[src/rtl/key_edge_capture.sv]
// Debounced pushbutton capture with an Avalon-MM register window:
// live key state, interrupt mask, and sticky press-event flags.
module key_edge_capture #(
    parameter int DEBOUNCE_CYCLES = 500000,
    parameter int NKEYS           = 4
) (
    input  logic             clk_clk,
    input  logic             reset_reset_n,
    input  logic [NKEYS-1:0] key_export,
    input  logic [1:0]       avs_address,
    input  logic             avs_read,
    input  logic             avs_write,
    input  logic [31:0]      avs_writedata,
    output logic [31:0]      avs_readdata,
    output logic             irq
);

    localparam int CNT_W = (DEBOUNCE_CYCLES > 1) ? $clog2(DEBOUNCE_CYCLES) : 1;
    localparam logic [CNT_W-1:0] CNT_MAX = CNT_W'(DEBOUNCE_CYCLES - 1);

    logic [NKEYS-1:0]            r_sync1;
    logic [NKEYS-1:0]            r_sync2;
    logic [NKEYS-1:0][CNT_W-1:0] r_cnt;
    logic [NKEYS-1:0]            r_stable;
    logic [NKEYS-1:0]            r_stable_d;
    logic [NKEYS-1:0]            r_mask;
    logic [NKEYS-1:0]            r_edge;

    logic [NKEYS-1:0] w_pressed;
    logic [NKEYS-1:0] w_press_evt;
    logic [NKEYS-1:0] w_edge_clr;
    logic [31:0]      w_rdata;
    logic             w_unused_wdata;

    assign w_pressed      = ~r_sync2;
    assign w_press_evt    = r_stable & ~r_stable_d;
    assign w_edge_clr     = (avs_write && avs_address == 2'd2) ? avs_writedata[NKEYS-1:0] : '0;
    assign w_unused_wdata = &{1'b0, avs_writedata[31:NKEYS]};

    // Synchronizers idle high so an un-pressed key looks released out of reset.
    always_ff @(posedge clk_clk or negedge reset_reset_n) begin
        if (!reset_reset_n) begin
            r_sync1 <= '1;
            r_sync2 <= '1;
        end else begin
            r_sync1 <= key_export;
            r_sync2 <= r_sync1;
        end
    end

    always_ff @(posedge clk_clk or negedge reset_reset_n) begin
        if (!reset_reset_n) begin
            r_cnt      <= '0;
            r_stable   <= '0;
            r_stable_d <= '0;
        end else begin
            r_stable_d <= r_stable;
            for (int k = 0; k < NKEYS; k++) begin
                if (w_pressed[k] == r_stable[k]) begin
                    r_cnt[k] <= '0;
                end else if (r_cnt[k] == CNT_MAX) begin
                    r_cnt[k]    <= '0;
                    r_stable[k] <= ~r_stable[k];
                end else begin
                    r_cnt[k] <= r_cnt[k] + 1'b1;
                end
            end
        end
    end

    // A press event landing on the same cycle as a write-1-clear keeps the flag set.
    always_ff @(posedge clk_clk or negedge reset_reset_n) begin
        if (!reset_reset_n) begin
            r_mask <= '0;
            r_edge <= '0;
            irq    <= 1'b0;
        end else begin
            if (avs_write && avs_address == 2'd1) begin
                r_mask <= avs_writedata[NKEYS-1:0];
            end
            r_edge <= (r_edge & ~w_edge_clr) | w_press_evt;
            irq    <= |(r_edge & r_mask);
        end
    end

    always_comb begin
        w_rdata = '0;
        case (avs_address)
            2'd0:    w_rdata[NKEYS-1:0] = r_stable;
            2'd1:    w_rdata[NKEYS-1:0] = r_mask;
            2'd2:    w_rdata[NKEYS-1:0] = r_edge;
            default: w_rdata = '0;
        endcase
    end

    always_ff @(posedge clk_clk or negedge reset_reset_n) begin
        if (!reset_reset_n) begin
            avs_readdata <= '0;
        end else if (avs_read) begin
            avs_readdata <= w_rdata;
        end
    end

endmodule

[config.mk]
export PLATFORM = sky130hd
export DESIGN_NAME = key_edge_capture
export DESIGN_NICKNAME = d
export VERILOG_FILES = /design/src/rtl/key_edge_capture.sv
export SDC_FILE = /design/constraint.sdc
export NUM_CORES = 1
export LEC_CHECK = 0
export ABC_AREA = 0
export CAP_MARGIN = 10
export CORE_ASPECT_RATIO = 1.4
export CORE_MARGIN = 2
export CORE_UTILIZATION = 59
export DETAILED_ROUTE_END_ITERATION = 10
export PLACE_DENSITY = 0.94
export SLEW_MARGIN = 5
export SYNTH_ARGS = -nofsm -noshare
export SYNTH_HDL_FRONTEND = slang
export SYNTH_SLANG_ARGS = --single-unit
[constraint.sdc]
create_clock -name clk_clk -period 3.5 [get_ports clk_clk]
set_input_delay 0.875 -clock clk_clk [delete_from_list [all_inputs] [get_ports clk_clk]]
set_output_delay 0.875 -clock clk_clk [all_outputs]
set_load 0.1 [all_outputs]
==> impl_results.md, run 1 <==
- Setup TNS: 0 ns
- Num CTS Buffers: 9
- Wire per inst: 15.0 um
- Launching point of the worst reg2reg path: r_cnt[19]
- Seq cells post-synth: 105
- Rows: 40
- Worst hold slack: 0.356 ns
- Share of async-settable or async-resettable flops after synthesis: 100%
- DP Worst Slack: 1.01 ns
- # setup viols final: 0
- Hold Path Origin: r_sync1[1]
- WP data required: 3.69 ns
- Die X: 82.4 um
- Worst r2r dst: r_cnt[37]
- Layout cells sized above 1: 7.78%
- Pin count of the biggest net entering global routing: 54
- Mux cell area share after synthesis: 1.18%
- Rel. slew slack: 52.7%
- Layout Nets: 581
- Top post-synthesis cells by count: dfrtp_1 (97), nor2_1 (76), xnor2_1 (39)
- Residual DRC: 0
- Top cell type by total area after synthesis: dfrtp_1
- Core area: 8460 um^2
- Status: completed
- Post-Synthesis Cell Area: 5080 um^2
- Fin. Hold Viols: 0
- Worst reg2reg setup slack: 1.40 ns
- RD Place Congestion: 0.915
- N_diodes: 0
- Setup Crit Path Kind: input port to flop
- Tot Pwr: 0.00260 W
- Post-CTS setup repair buffer count: 0
- WHS Endpoint: r_sync2[1]
- Seq/Total Area, Yosys: 52.0%
- Antenna-violating nets left: 0
- Tot GR Track Use: 22.7%
- Power per cell area: 467 nW/um^2
- Vias: 3733
- Avg Inst Size Synth: 9.86 um^2
- Clock Latency Late Sink: 0.35 ns
- Fmax: 428 MHz
- Placed cells: 629
- Setup Skew: 0.00700 ns
- Global-route wire length before repair: 16600 um
- Reg area: 2640 um^2
- Die Ht: 114 um
- Clock tree root driver cell: clkbuf_16
- Count leader, synth: dfrtp_1
- Max-Cap Viols: 0
- Critical path data arrival time: 2.52 ns
- Slew Viols, Final: 0
- Worst Hold Class: flop to flop
- Synth top area cells: dfrtp_1 (48%), xnor2_1 (6.7%), nor2_1 (5.6%)
- Multi-input gate area: 2200 um^2
- Synth unique cells: 41
- Simple-Gate Fraction of Synth Area: 22.9%
- Synth Flop Type: dfrtp_1
- PostCTS Resize Cnt: 0
- Post-synthesis adder-cell area fraction: 0.986%
- Initial antenna violation count: 0
- Pleak: 2.33 nW
- Post-synth EDFFs: 0
- Total gr overflow: 0
- H-tree levels: 3
- Kind of end point of the critical path: flop
- DRT iter0 DRCs: 311
- CTS max path bufs: 2
- Port-buffer cells: 18
- Starting Density: 60.0%
- CTS tree: built
- Fill cell count: 607
- VDD IR max: 0.333 mV
- RSZ-0062 raised after global routing: no
- IO Count: 75
- Final worst slack: 1.16 ns
- CP Max Fanout: 6
- XOR/XNOR Fraction of Synth Area: 10.0%
- Final period util: 66.7%
- Slew @ Worst Pin: 0.710 ns
- Hold depth: 0
- Setup crit start kind: input port
- Post-DP HPWL: 6450 um
- Finished Layout Cells: 645
- Vias in the first global route: 3730
- Compound-Gate Fraction of Synth Area: 6.24%
- Ys Warns: 0
- Clock Pin Slew Worst Setup and Hold Paths: 0.07 ns
- Largest family of logic cells by synthesized area: simple AND/OR/NAND/NOR gates
- Gate Count Post-Synth: 515
- Layout area overhead: 9.51%
- R2R cell count: 5
- Number of vias per cell: 5.79
- # hold bufs at CTS: 0
- Die area: 9370 um^2
- Final wirelength: 9670 um
- Tmin final: 2.34 ns
- Clk sinks: 105
- DR pass1 iterations: 5
- Share of the synthesized area in the top cell type: 47.8%
## area by class of cell
type	count	share of cell area, %
sequential	105	47.4
multi-input combinational	377	39.6
timing repair buffer	22	3.74
inverter	20	1.35
clock inverter	6	1.22
clock buffer	10	4.30
tap	105	2.36
## critical path: stages
cell	delay (ns)
clkdlybuf4s50_1	0.58
nor2b_1	0.35
nand2_1	0.18
o21ai_0	0.32
o21ai_0	0.22
## worst max-delay path by stage
stage,from,to,cells past startpoint
finish,avs_address[1],r_edge[0],5
global route,avs_address[0],r_edge[0],5
CTS,avs_address[0],r_edge[0],5
detailed placement,avs_address[0],r_edge[0],5
global placement,avs_address[0],r_edge[3],5
floorplan,r_cnt[19],r_cnt[37],5
## layout by cell type (no fill, tap or decap), drive strengths merged, types with 8 or more instances in the layout
cell type | synthesis | routed
xnor2 | 39 | 39
buf | 35 | 10
inv | 20 | 20
nand4 | 26 | 26
clkbuf | 5 | 10
o21ai | 27 | 27
dfrtp | 97 | 97
nand2 | 28 | 28
nor2 | 76 | 76
nor3 | 13 | 13
conb | 1 | 28
dfstp | 8 | 8
xor2 | 19 | 19
nor4 | 14 | 14
a21oi | 22 | 22
clkdlybuf4s50 | 0 | 12
or3 | 8 | 8
nand3 | 25 | 25
## per-layer routing
layer	GRT usage (%)	up-vias	share of wire, %
met3	4.35	19	3.8
met5	0	-	0
met1	28.3	1839	42
met2	38.5	105	52
met4	8.22	0	2.2
li1	-	1770	-
## logic make-up after synthesis
family	Yosys count
and+or+nand+nor	223
DFF	105
buffers and inverters	60
AOI/OAI and AO/OA	58
xor gates and xnor gates	58
muxes	6
adders and majority gates	4
other	1
## per-stage QoR
step	utilization, %	area, um^2
detailed placement	62.1	5250
floorplan	-	5180
finish	65.7	5560
global placement	62.1	5250
CTS	65.7	5560
global route	65.7	5560
## registers in the layout, indices dropped and copies added, names as in the netlist
signal	cells
r_sync1	4
avs_readdata	4
r_stable	4
r_mask	4
r_cnt	76
r_edge	4
r_stable_d	4
r_sync2	4
irq	1
## power breakdown
part / switching [W] / leakage [nW] / total [W] / internal [W]
registers: 0.0000297 / 1.42 / 0.00128 / 0.00125
logic: 0.000253 / 0.767 / 0.000303 / 0.0000499
clock network: 0.000442 / 0.145 / 0.00102 / 0.000575
total: 0.000724 / 2.33 / 0.00260 / 0.00187
(Power assumes the default switching activity.)
==> run 2: changes to the inputs <==
Settings changed: CORE_UTILIZATION 59 to 49, PLACE_DENSITY 0.94 to 0.84.
Clock period 3.5 ns to 2.1 ns, I/O delays scaled along.
==> run 2 against run 1 <==
Largest power group unchanged. Worst setup slack worse by 1.0 ns. Sequential share of layout area down 1.2 points. Critical path type is now flop to flop. Sequential cell count unchanged. Hold slack worse by 0.32 ns. Largest cell class unchanged. Critical path depth unchanged. First-iteration DRC count down 42%. Cell count up 6.7%.
==> impl_results.md, run 2 (same netlist as run 1, synthesis figures left out) <==
- Status: completed
- Psw: 0.00119 W
- Die Ht: 124 um
- Slew Viols, Final: 0
- Multi-input gate area: 2210 um^2
- Placed inst area: 5380 um^2
- Clock tree root driver cell: clkbuf_16
- Clock Latency Late Sink: 0.35 ns
- Reg area: 2640 um^2
- Layout area overhead: 12.4%
- DR pass1 iterations: 4
- Tot GR Track Use: 18.4%
- Fill cell count: 875
- Num CTS Buffers: 9
- CTS max path bufs: 2
- WP data required: 2.37 ns
- CP Max Fanout: 5
- Core area: 10200 um^2
- Global-route wire length before repair: 17100 um
- CTS tree: built
- Max-Cap Viols: 0
- Logic pwr share: 11.6%
- Residual DRC: 0
- Pin count of the biggest net entering global routing: 52
- Fmax: 515 MHz
- Worst reg2reg setup slack: 0.16 ns
- Pleak: 2.39 nW
- # hold bufs at CTS: 0
- RD Place Congestion: 0.914
- Slew @ Worst Pin: 0.575 ns
- Critical path data arrival time: 2.22 ns
- Critical-path top delay cell: or4_4
- Commonest non-fill, non-tap cells in the layout: dfrtp_1 (97), nor2_1 (76), xnor2_1 (39)
- Final wirelength: 9700 um
- Final period util: 92.5%
- Clk sinks: 105
- Port-buffer cells: 18
- Sequential share of power: 48.2%
- Biggest register: r_cnt
- RSZ-0062 raised after global routing: no
- Post-DP HPWL: 6790 um
- Power per cell area: 774 nW/um^2
- Die area: 11200 um^2
- Crit path cell chain: ha_2 -> nand4_1 -> or4_4 -> or3_1 -> a21oi_1
- Layout cells sized above 1: 9.64%
- Setup Crit Path Kind: flop to flop
- Switching Share: 27.0%
- IO Count: 75
- Rows: 44
- Number of vias per cell: 5.52
- Antenna-violating nets left: 0
- Wire per inst: 14.1 um
- Max FFs per register: 76
- Fin. Hold Viols: 0
- Total gr overflow: 0
- N_diodes: 0
- Die X: 90.0 um
- Vias: 3798
- Delay-heaviest family, CP: simple AND/OR/NAND/NOR gates
- Rel. slew slack: 61.3%
- Commonest non-fill, non-tap cell in the layout: dfrtp_1
- Worst Hold Class: input port to async pin
- Setup TNS: 0 ns
- Vias in the first global route: 3810
- Peak per-stage delay on the critical path: 0.57 ns
- Initial antenna violation count: 0
- Tot Pwr: 0.00441 W
- # setup viols final: 0
- Tmin final: 1.94 ns
- Layout Nets: 591
- VDD IR max: 0.492 mV
- P_int: 0.00322 W
- Setup Skew: 0.00768 ns
- DRT iter0 DRCs: 179
- Setup crit start kind: flop
- Worst path buffer plus inverter count: 0
- Starting Density: 49.6%
- Clk network pwr share: 40.2%
- Clock Pin Slew Worst Setup and Hold Paths: 0.07 ns
- Kind of end point of the critical path: flop
- H-tree levels: 3
- Post-Layout Inst Area: 5710 um^2
run 2: cell count changes in the layout (fill, tap and decap cells not counted), sizes merged:
cell      previous run  this run
clkinv               3         2
buf                 10        20
inv                 20        21
clkinvlp             2         1
bufinv               1         2
run 2: area by class of cell:
class	count	share of cell area, %
Timing Repair Buffer	32	5.17
Inverter	20	1.32
Clock buffer	10	4.01
Tap cell	138	3.03
Sequential cell	105	46.2
Multi-Input combinational cell	377	38.7
Clock inverter	6	1.58
run 2: metrics by stage:
| stage | hold slack [ns] | util [%] | setup slack (ns) | cells |
|---|---|---|---|---|
| floorplan | 0.229 | - | 0.180 | 542 |
| global placement | 0.347 | 52.6 | 0.192 | 672 |
| detailed placement | 0.349 | 52.6 | 0.112 | 672 |
| CTS | 0.0328 | 55.7 | 0.0967 | 688 |
| global route | 0.0409 | 55.7 | 0.0129 | 688 |
| finish | 0.0395 | 55.7 | 0.157 | 688 |
run 2: final timing paths:
path,from,endpoint,cells after the start
max,r_cnt[57],r_cnt[75],5
min,reset_reset_n,r_cnt[8],1
max reg2reg,r_cnt[57],r_cnt[75],5
min reg2reg,r_sync1[1],r_sync2[1],0
max in group asynchronous,reset_reset_n,r_sync2[1],2
min in group clk_clk,r_sync1[1],r_sync2[1],0
run 2: worst register-to-register path, cell delays in order (launching register included):
cell	delay [ns]
dfrtp_1	0.42
ha_2	0.24
nand4_1	0.16
or4_4	0.57
or3_1	0.36
a21oi_1	0.14
run 2: per-layer routing:
metal	vias up	global-route usage [%]	wire (um)
met1	1873	21.0	3890
met3	24	3.57	377
met5	-	0	0
li1	1785	-	-
met4	0	9.05	260
met2	116	32.7	5170
run 2: power groups by stage:
stage	registers (W)	logic, W	clock network [W]
after floorplan	0.00223	0.000353	0
after global placement	0.00216	0.000505	0
after detailed placement	0.00217	0.000514	0
after CTS	0.00213	0.000516	0.00181
after global routing	0.00214	0.000546	0.00189
final	0.00213	0.000513	0.00177
run 2: repair_timing:
action / CTS / global route
resized for setup: 0 / 2
setup buffers: 0 / 0
setup endpoints to repair: 0 / 1
==> run 3: changes to the inputs <==
Settings changed: CORE_ASPECT_RATIO 1.4 to 1.5.
==> run 3 against run 2 <==
Total power decreased by 3.1%. Hold slack improved by 0.045 ns. Sequential share of layout area increased by 0.52 points. Critical path type unchanged. First-iteration DRC count increased by 20%. Critical endpoint unchanged. Register-to-register slack got worse by 0.05 ns. Combinational power decreased by 1%.
==> impl_results.md, run 3 (same netlist as run 1, synthesis figures left out) <==
- Status: completed
- Vias in the first global route: 3702
- Post-DP HPWL: 6660 um
- Placed cells: 652
- Initial antenna violation count: 0
- Worst r2r dst: r_cnt[75]
- Slew @ Worst Pin: 0.568 ns
- Die area: 11200 um^2
- Die Ht: 129 um
- Layout Nets: 592
- Num CTS Buffers: 9
- RD Place Congestion: 0.902
- CTS max path bufs: 2
- Fmax: 501 MHz
- Commonest non-fill, non-tap cells in the layout: dfrtp_1 (97), nor2_1 (76), xnor2_1 (39)
- Rel. slew slack: 61.8%
- Wire per inst: 13.8 um
- CTS tree: built
- Setup Skew: 0.00720 ns
- Kind of end point of the critical path: flop
- Power per cell area: 758 nW/um^2
- Launching point of the worst reg2reg path: r_cnt[57]
- N_diodes: 0
- Worst Hold Class: input port to async pin
- Finished Layout Cells: 668
- Tmin final: 2.00 ns
- Max-Cap Viols: 0
- Pin count of the biggest net entering global routing: 36
- Starting Density: 50.1%
- RSZ-0062 raised after global routing: no
- DRT iter0 DRCs: 215
- Vias: 3660
- Clk sinks: 105
- Met2 GRT Util: 31.3%
- WP data required: 2.38 ns
- Met3 capacity usage during global routing: 2.82%
- Antenna-violating nets left: 0
- Setup Crit Path Kind: flop to flop
- VDD IR max: 0.464 mV
- Global-route wire length before repair: 16300 um
- Number of vias per cell: 5.48
- Met1 global-route usage: 21.6%
- Critical path data arrival time: 2.27 ns
- Fin. Hold Viols: 0
- Biggest register: r_cnt
- Most Crowded Layer GR: met2
- Worst reg2reg setup slack: 0.10 ns
- Max FFs per register: 76
- Layout area overhead: 11.2%
- CP Max Fanout: 5
- Post-CTS setup repair buffer count: 0
- Placed inst area: 5350 um^2
- Commonest non-fill, non-tap cell in the layout: dfrtp_1
- Clock tree root driver cell: clkbuf_16
- Die X: 87.1 um
- Final wirelength: 9220 um
- IO Count: 75
- Residual DRC: 0
- Tot GR Track Use: 18.0%
- Reg area: 2640 um^2
- Clock Pin Slew Worst Setup and Hold Paths: 0.06 ns
- Layout cells sized above 1: 9.44%
- R2R cell count: 5
- Setup TNS: 0 ns
- Total gr overflow: 0
- # setup viols final: 0
- Core area: 10100 um^2
- Rows: 45
- Final core occ: 55.7%
- Final period util: 95.1%
- Setup crit start kind: flop
- H-tree levels: 3
- Pleak: 2.36 nW
- Multi-input gate area: 2200 um^2
- Slew Viols, Final: 0
- Post-Layout Inst Area: 5640 um^2
- Fill cell count: 827
- Port-buffer cells: 18
- DR pass1 iterations: 4
- Clock Latency Late Sink: 0.35 ns
run 3: worst max path at each step:
stage,start,end,slack [ns]
2_1_floorplan,r_cnt[19],r_cnt[37],0.18
3_5_place_dp,r_cnt[57],r_cnt[75],0.15
6_report,r_cnt[57],r_cnt[75],0.10
5_1_grt,r_cnt[58],r_cnt[75],0.03
3_3_place_gp,r_cnt[19],r_cnt[37],0.17
4_1_cts,r_cnt[57],r_cnt[75],0.09
run 3: per-layer routing:
layer,up-vias,routed length (um)
met4,0,246
met3,17,323
met5,-,0
met2,86,4810
met1,1770,3840
li1,1787,-
run 3: repair_timing:
item / in CTS / in global routing
hold buffers: 0 / 0
resized for setup: 0 / 1
endpoints found under the hold margin: 0 / 0
setup endpoints to repair: 0 / 1
run 3: cell type report:
class | instances | share of cell area, %
clock buffers | 11 | 4.12
clock inverters | 5 | 1.02
repair buffers | 33 | 5.14
flip-flops and latches | 105 | 46.7
multi-input cells | 377 | 39.0
inverters | 20 | 1.33
well taps | 117 | 2.59
run 3: report_power, final:
group	switching [W]	leakage, nW	internal, W
Combinational	0.000418	0.814	0.0000902
Sequential	0.0000453	1.42	0.00208
Clock	0.000719	0.132	0.000922
Total	0.00118	2.36	0.00309
run 3: stage by stage:
stage                     setup slack, ns  hold WS [ns]  total power (W)
after floorplan                     0.180         0.229          0.00259
after global placement              0.168         0.347          0.00266
after detailed placement            0.151         0.353          0.00268
after CTS                          0.0920        0.0959          0.00431
after global routing               0.0252         0.111          0.00443
final                               0.104        0.0843          0.00428
run 3: worst max-delay path: stages, from the launching register on:
cell	delay, ns
dfrtp_1	0.41
ha_2	0.24
nand4_1	0.16
or4_1	0.59
or3_1	0.38
a21oi_1	0.15
